===== config.mk =====
export PLATFORM = sky130hd
export DESIGN_NAME = mux_scan_scheduler
export DESIGN_NICKNAME = d
export VERILOG_FILES = /design/src/rtl/mux_scan_scheduler_pkg.sv /design/src/rtl/mux_scan_scheduler_rr_pick_4.sv /design/src/rtl/mux_scan_scheduler.sv
export SDC_FILE = /design/constraint.sdc
export NUM_CORES = 1
export LEC_CHECK = 0
export BUFFER_PORTS_ARGS = -buffer_cell sky130_fd_sc_hd__buf_2
export CAP_MARGIN = 10
export CELL_PAD_IN_SITES_DETAIL_PLACEMENT = 1
export CELL_PAD_IN_SITES_GLOBAL_PLACEMENT = 2
export CORE_ASPECT_RATIO = 1.1
export CORE_MARGIN = 2
export CORE_UTILIZATION = 38
export CTS_CLUSTER_DIAMETER = 60
export DETAILED_ROUTE_END_ITERATION = 12
export PLACE_DENSITY = 0.82
export SLEW_MARGIN = 20
export SYNTH_ARGS = -nofsm -noshare
export SYNTH_HDL_FRONTEND = slang
export SYNTH_SLANG_ARGS = --single-unit
export TNS_END_PERCENT = 1

===== constraint.sdc =====
create_clock -name CLOCK_50 -period 4.4 [get_ports CLOCK_50]
set_input_delay 0.44 -clock CLOCK_50 [delete_from_list [all_inputs] [get_ports CLOCK_50]]
set_output_delay 0.44 -clock CLOCK_50 [all_outputs]
set_load 0.05 [all_outputs]

===== src/rtl/mux_scan_scheduler_pkg.sv =====
// Shared definitions for the mux scan scheduler.
//   NUM_CH        number of requesters sharing the 4-to-1 mux
//   DWELL_DEFAULT default number of cycles a granted channel owns the mux
//   S_*           FSM state encodings (2-bit)
package mux_scan_scheduler_pkg;

  localparam int NUM_CH        = 4;
  localparam int DWELL_DEFAULT = 50_000_000;

  localparam logic [1:0] S_IDLE    = 2'd0;
  localparam logic [1:0] S_GRANT   = 2'd1;
  localparam logic [1:0] S_RELEASE = 2'd2;

endpackage


===== src/rtl/mux_scan_scheduler_rr_pick_4.sv =====
// Combinational round-robin picker for four requesters.
//   req  [3:0] in   request vector
//   last [1:0] in   most recently served channel
//   pick [1:0] out  first set request scanning last+1, last+2, ... (mod 4)
//   any        out  at least one request is set
module rr_pick_4
  import mux_scan_scheduler_pkg::*;
(
  input  logic [NUM_CH-1:0] req,
  input  logic [1:0]        last,
  output logic [1:0]        pick,
  output logic              any
);

  logic [1:0] cand;
  logic       found;

  always_comb begin
    pick  = last;
    cand  = last;
    found = 1'b0;
    any   = |req;
    // k=4 wraps back to last itself, so a lone requester re-wins.
    for (int k = 1; k <= NUM_CH; k++) begin
      cand = last + 2'(k);
      if (!found && req[cand]) begin
        pick  = cand;
        found = 1'b1;
      end
    end
  end

endmodule


===== src/rtl/mux_scan_scheduler.sv =====
// Time-shares a 4-to-1 1-bit mux between four requesters. A round-robin
// arbiter grants one channel for DWELL cycles, then captures the mux output
// for that channel.
//   CLOCK_50      in   clock, all state on the rising edge
//   reset         in   synchronous active-high reset
//   req     [3:0] in   level-sensitive per-channel request
//   mux_out       in   output of the shared mux
//   sel     [1:0] out  mux select; holds the last owner between grants
//   grant   [3:0] out  one-hot current owner, zero when none
//   sample  [3:0] out  last captured mux_out per channel
//   done          out  one-cycle pulse when a capture completes
//   busy          out  high in GRANT and RELEASE
//
// state     | meaning
// ----------+-----------------------------------------------------------
// S_IDLE    | no owner; arbitrate among pending requests
// S_GRANT   | channel idx owns the mux while the dwell counter runs down
// S_RELEASE | one-cycle bubble separating consecutive owners
module mux_scan_scheduler
  import mux_scan_scheduler_pkg::*;
#(
  parameter int DWELL = DWELL_DEFAULT,
  parameter int CNT_W = 26
) (
  input  logic              CLOCK_50,
  input  logic              reset,
  input  logic [NUM_CH-1:0] req,
  input  logic              mux_out,
  output logic [1:0]        sel,
  output logic [NUM_CH-1:0] grant,
  output logic [NUM_CH-1:0] sample,
  output logic              done,
  output logic              busy
);

  logic [1:0]       state;
  logic [1:0]       idx;
  logic [1:0]       last;
  logic [CNT_W-1:0] cnt;
  logic [1:0]       pick;
  logic             any;

  rr_pick_4 u_pick (
    .req  (req),
    .last (last),
    .pick (pick),
    .any  (any)
  );

  always_ff @(posedge CLOCK_50) begin
    if (reset) begin
      state  <= S_IDLE;
      idx    <= 2'd0;
      last   <= 2'd3;
      cnt    <= '0;
      sel    <= 2'd0;
      grant  <= '0;
      sample <= '0;
      done   <= 1'b0;
      busy   <= 1'b0;
    end else begin
      done <= 1'b0;
      case (state)
        S_IDLE: begin
          busy <= 1'b0;
          if (any) begin
            state <= S_GRANT;
            idx   <= pick;
            sel   <= pick;
            grant <= 4'(1) << pick;
            cnt   <= CNT_W'(DWELL - 1);
            busy  <= 1'b1;
          end
        end
        S_GRANT: begin
          // A dropped request aborts even on the terminal-count cycle.
          if (!req[idx]) begin
            state <= S_RELEASE;
            grant <= '0;
            last  <= idx;
          end else if (cnt == '0) begin
            state       <= S_RELEASE;
            grant       <= '0;
            last        <= idx;
            sample[idx] <= mux_out;
            done        <= 1'b1;
          end else begin
            cnt <= cnt - 1'b1;
          end
        end
        S_RELEASE: begin
          state <= S_IDLE;
          busy  <= 1'b0;
        end
        default: begin
          state <= S_IDLE;
          grant <= '0;
          busy  <= 1'b0;
        end
      endcase
    end
  end

endmodule


# Word level (Yosys, flattened, before mapping)
# Index checks and enable logic that the tools add are counted.
[classes]
n_addsub = 4
n_lt_le_gt_ge = 6
eq_ne = 7
shift = 1
muxes = 37
bitwise_logic = 3
n_reduce_logical = 18
[op_table]
columns = ["cell", "count"]
rows = [
  ["two-way mux 26 bit", 3],
  ["case mux 26 bit (2 select lines)", 1],
  ["zero test 26 bit", 1],
  ["subtractor 26 x 1 -> 26 bit (second input constant)", 1],
  ["two-way mux 2 bit", 9],
  ["less-than comparator 2 x 3 -> 1 bit (second input constant)", 5],
  ["two-way mux 4 bit", 3],
  ["case mux 4 bit (3 select lines)", 1],
  ["two-way mux 1 bit", 11],
  ["binary-select mux 1 bit (select 2 bit)", 5],
  ["!= test 2 bit (second input constant)", 3],
  ["AND reduction 2 bit", 3],
  ["AND reduction 3 bit", 2],
  ["adder 2 bit (second input constant)", 2],
  ["bitwise mux 4 bit", 1],
  ["logical AND 1 bit", 4],
  ["case mux 2 bit (2 select lines)", 1],
  ["AND reduction 4 bit", 1],
  ["OR reduction 4 bit", 1],
  ["<< shifter 1 x 2 -> 4 bit (first input constant)", 1],
  ["zero test 1 bit", 3],
  ["!= test 3 bit (second input constant)", 1],
  ["inverter 1 bit", 3],
  ["OR reduction 3 bit", 1],
  ["9 further kinds", 9],
]
[word_totals]
regBits = 42
inputBits = 7

# Longest topological paths before layout
[logic_depth]
word_depth = 16
depth_mapped = 8

# Hierarchy
# From an unflattened synthesis, not the netlist that was laid out.
[unflattened]
hier_cells = 250
hier_area_um2 = 2095.8
[by_module_without_submodules]
columns = ["mod", "n_inst", "cells_each", "area_per_inst_um2", "seq_area_each_um2"]
rows = [
  ["mux_scan_scheduler", 1, 236, 2023.2, 840.8],
  ["rr_pick_4", 1, 14, 72.6, 0.0],
]

# Worst setup path after synthesis
# No wires, ideal clock.
[synth_timing]
path_kind = "flip-flop to flip-flop"
from = "reg cnt[2]"
to = "reg sample[0]"
t_arrival_ns = 2.584
t_required_ns = 4.330
slack_ns = 1.746
path_stages_with_launch = 8
n_path_buf = 2
synth_period_minus_slack_ns = 2.654
cell_sequence = "dfxtp_1 or4_1 clkbuf_2 or4_4 buf_6 or3_4 or4b_1 a21oi_1"
[synth_via]
elab_chain_cells = 2
[synth_rtl]
columns = ["element", "line_no", "rtl"]
rows = [
  ["start, declared", "mux_scan_scheduler.sv:39", "logic [CNT_W-1:0] cnt;"],
  ["start signal, assigned", "mux_scan_scheduler.sv:71", "cnt <= CNT_W'(DWELL - 1);"],
  ["start signal, assigned", "mux_scan_scheduler.sv:88", "cnt <= cnt - 1'b1;"],
  ["zero test 26 bit", "mux_scan_scheduler.sv:81", "end else if (cnt == '0) begin"],
  ["AND reduction 3 bit (no source line)", "-", ""],
  ["end signal, assigned by index", "mux_scan_scheduler.sv:85", "sample[idx] <= mux_out;"],
  ["end, declared", "mux_scan_scheduler.sv:31", "output logic [NUM_CH-1:0] sample,"],
]
# Every way passes these cells.
# A chain may end at the register's enable or synchronous reset.

# Final worst setup path
[layout_timing]
from = "reg cnt[8]"
to = "reg cnt[17]"
[layout_via]
elab_chain_cells = 4
elab_cells_between_ends = 7
cone_classes = "add/sub (1); eq/ne (1); mux (3); reduce/logical (2)"
[layout_rtl]
columns = ["element", "line_no", "rtl"]
rows = [
  ["subtractor 26 x 1 -> 26 bit", "mux_scan_scheduler.sv:88", ""],
  ["two-way mux 26 bit", "mux_scan_scheduler.sv:81", ""],
  ["two-way mux 26 bit", "mux_scan_scheduler.sv:77", "if (!req[idx]) begin"],
  ["case mux 26 bit (2 select lines)", "mux_scan_scheduler.sv:63", "case (state)"],
]
# Several ways; a longest one is shown, not always the timed one. The select of a mux whose other input is x is not followed.

==> flow_summary_export.csv <==
group,metric,value,unit
run_status,outcome,"completed",
global_routing,gr-usage-all-layers,19.4,%
cts,insertion_delay,0.30,ns
critical_path,crit_buf_inv,0,
sta,drv_slew,0,
finish,syn2layout_area_growth,11.2,%
finish,num-nets-final,267,
cts,clock_sinks,42,
critical_path,crit_cells,5,
logic_synthesis,synthCells,247,
placement,io_buffers,18,
logic_synthesis,synth_top_family_by_area,"simple AND/OR/NAND/NOR gates",
logic_synthesis,ys_warn_count,0,
placement,dp_hpwl,3.71,mm
power_and_ir_drop,power,1.02,mW
drt,remaining_drc_errors,0,
logic_synthesis,synth_seq_cells,42,
logic_synthesis,synth_fa_ha_area_share,1.20,%
sta,fin_skew,0.00229,ns
global_routing,antenna_found_initial,0,
power_and_ir_drop,p_int,672,uW
placement,gp_congestion,0.748,
logic_synthesis,synth-simple-area-share,27.4,%
finish,ff_latch_area,841,sq um
critical_path,start_kind,"flop",
placement,post_dp_cell_area,2210,sq um
logic_synthesis,synthFlopType,"dfxtp_1",
drt,vias,1909,
finish,multi_input_area,1150,sq um
global_routing,grt_max_degree,33,
finish,antennaDiodeCount,0,
floorplanning,initial_core_util,39.1,%
sta,period_share,63.6,%
sta,min_period,2.80,ns
cts,clockRootBuffer,"clkbuf_8",
critical_path,critPathMaxStageDelay,0.69,ns
cts,clk_path_buf_depth,2,
cts,post_cts_resized,0,
cts,htreeDepth,2,
drt,drtIter0Drc,58,
critical_path,crit_fanout,11,
floorplanning,die-area,6090,sq um
logic_synthesis,yosys.area_share.xor_xnor,1.68,%
power_and_ir_drop,clkPwrFrac,30.6,%
sta,finalSetupTns,0,ns
logic_synthesis,synth_top_area_share,40.4,%
sta,fmax,357,MHz
critical_path,r2r_cells,5,
logic_synthesis,synth_async_sr_flop_share,0,%
hold_path,min_path_cells,3,
finish,final_area,2320,sq um
critical_path,crit_arrival,3.03,ns
global_routing,grt_pass1_vias,1847,
floorplanning,num_io_pins,19,
critical_path,worstPathCellList,"or4_1 > or4_4 > o211ai_1 > o21ai_0 > a31oi_1",
logic_synthesis,synthDistinctLibCells,53,
logic_synthesis,yosysTopAreaCell,"dfxtp_1",
logic_synthesis,synth_compound_area_share,23.0,%
power_and_ir_drop,seqPwrFrac,45.7,%
finish,fin_cells,334,
logic_synthesis,ys_seq_area_share,40.4,%
logic_synthesis,synth.top_cells.by_count,"dfxtp_1 (42), nor2_1 (22), a21oi_1 (19)",
drt,viasPerCell,5.72,
drt,ant_nets,0,
critical_path,critPathKind,"reg2reg",
power_and_ir_drop,power_density,438,nW/um^2
sta,rsz0062_at_grt,"false",
power_and_ir_drop,netSwitchingPower,344,uW
sta,setup_viol_count_final,0,
placement,place_inst,326,
global_routing,grt-ovfl-total,0,
sta,slew_headroom,51.5,%
power_and_ir_drop,comb_power_share,23.7,%
logic_synthesis,synth.area.top_cells,"dfxtp_1 (40%), a21oi_1 (4.6%), nor2_1 (4.0%), or4_1 (4.0%), o21ai_0 (3.8%)",
floorplanning,design.core.area,5330,sq um
job,drv_cap,0,
cts,tritoncts,"yes",
logic_synthesis,syn_area,2080,sq um
finish,nFillCells,652,
logic_synthesis,synth_area_per_cell,8.43,sq um
power_and_ir_drop,p_leak,0.840,nW
sta,worst_slew_pin_slew,0.724,ns
logic_synthesis,synth.most_common_cell,"dfxtp_1",
power_and_ir_drop,power_switching_share,33.9,%
drt,first_pass_iters,4,
floorplanning,rows,28,
sta,final-hold-violation-count,0,
drt,post_drt_wl_per_cell,16.1,um
cts,post-cts-setup-buffer-count,0,
logic_synthesis,synth_edf_count,0,
cts,path_clk_slew,0.08,ns
hold_path,hp-class,"in2reg",
logic_synthesis,synthMuxAreaShare,2.04,%
floorplanning,die_h,81.6,um
critical_path,cpLargestDelayFamily,"simple AND/OR/NAND/NOR gates",
power_and_ir_drop,peakVddDrop,163,uV
logic_synthesis,synth_nets,256,
critical_path,worstSetupEndpointType,"flop",
finish,layout-drive-gt1-share,14.7,%
floorplanning,fp.dieW,74.6,um
global_routing,grt_pass1_wl,9.05,mm
cts,cts_hold_buf,0,
critical_path,cp_slowest_cell,"or4_1",
critical_path,required,4.63,ns
drt,routed_wl,5.38,mm
cts,numCtsBuffers,5,
-- layout by cell type (no fill, tap or decap), types with 2 or more instances in the layout --
| cell | instances |
|---|---|
| a21oi_1 | 19 |
| a31oi_1 | 10 |
| and3_1 | 2 |
| buf_2 | 18 |
| clkbuf_8 | 5 |
| clkinv_2 | 2 |
| dfxtp_1 | 42 |
| ha_1 | 2 |
| inv_1 | 6 |
| mux2i_1 | 2 |
| nand2_1 | 11 |
| nand2b_1 | 3 |
| nand3_1 | 5 |
| nand4_1 | 3 |
| nand4b_1 | 2 |
| nor2_1 | 22 |
| nor3_1 | 10 |
| nor4_1 | 6 |
| o211ai_1 | 3 |
| o21a_1 | 3 |
| o21ai_0 | 16 |
| o2bb2ai_1 | 2 |
| o31ai_1 | 7 |
| or2_2 | 5 |
| or3_1 | 12 |
| or4_1 | 11 |
| xor2_1 | 3 |
-- tightest hold or removal path: cells and delay by family --
kind | cells | cell delay, ns
compound gates | 1 | 0.06
buf+inv | 1 | 0.12
simple gates | 1 | 0.08
-- power by group through the flow --
stage | clock, mW | sequential (mW) | combinational (mW)
floorplan | 0 | 0.481 | 0.167
global placement | 0 | 0.471 | 0.237
detailed placement | 0 | 0.472 | 0.241
CTS | 0.320 | 0.464 | 0.242
global route | 0.335 | 0.472 | 0.270
finish | 0.311 | 0.464 | 0.240
-- metrics by stage --
step           worst slack (ns)  utilization [%]  hold WS [ns]
3_5_place_dp               1.62             41.4         0.443
3_3_place_gp               1.69             41.4         0.434
4_1_cts                    1.61             43.5         0.433
6_report                   1.60             43.5         0.439
2_1_floorplan              1.75                -         0.453
5_1_grt                    1.35             43.5         0.461
-- registers in the layout (all words and copies together), names as in the netlist --
| name | flops |
|---|---|
| last | 2 |
| idx | 2 |
| busy | 1 |
| state | 2 |
| sample | 4 |
| cnt | 26 |
| grant | 4 |
| done | 1 |
-- path summary, 6_finish.rpt --
path	start	to	slack [ns]
max	cnt[8]	cnt[17]	1.60
min	mux_out	sample[2]	0.44
min reg2reg	grant[0]	grant[0]	0.46
max reg2reg	cnt[8]	cnt[17]	1.60
-- layer usage --
metal | up-vias | GRT usage, % | part of all wire (%)
met5 | - | 0 | 0
met2 | 20 | 31.9 | 49
met1 | 927 | 25.3 | 48
met4 | 0 | 6.07 | 1.2
met3 | 6 | 4.17 | 2.5
li1 | 956 | - | -
-- logic make-up (layout without fill, tap and decap cells) --
kind of cell / count (synthesis) / count (layout)
compound gates: 74 / 74
xor+xnor: 4 / 4
fa+ha+maj: 2 / 2
buf+inv: 21 / 33
flops: 42 / 42
mux: 3 / 3
simple gates: 101 / 101
-- area by class of cell --
class / instances / share of cell area [%]
clock inverters: 3 / 1.73
inverters: 6 / 0.972
well taps: 75 / 4.05
repair buffers: 19 / 4.21
flip-flops and latches: 42 / 36.3
clock buffers: 5 / 2.97
multi-input cells: 184 / 49.8
Power figures use the tool's default switching activity.
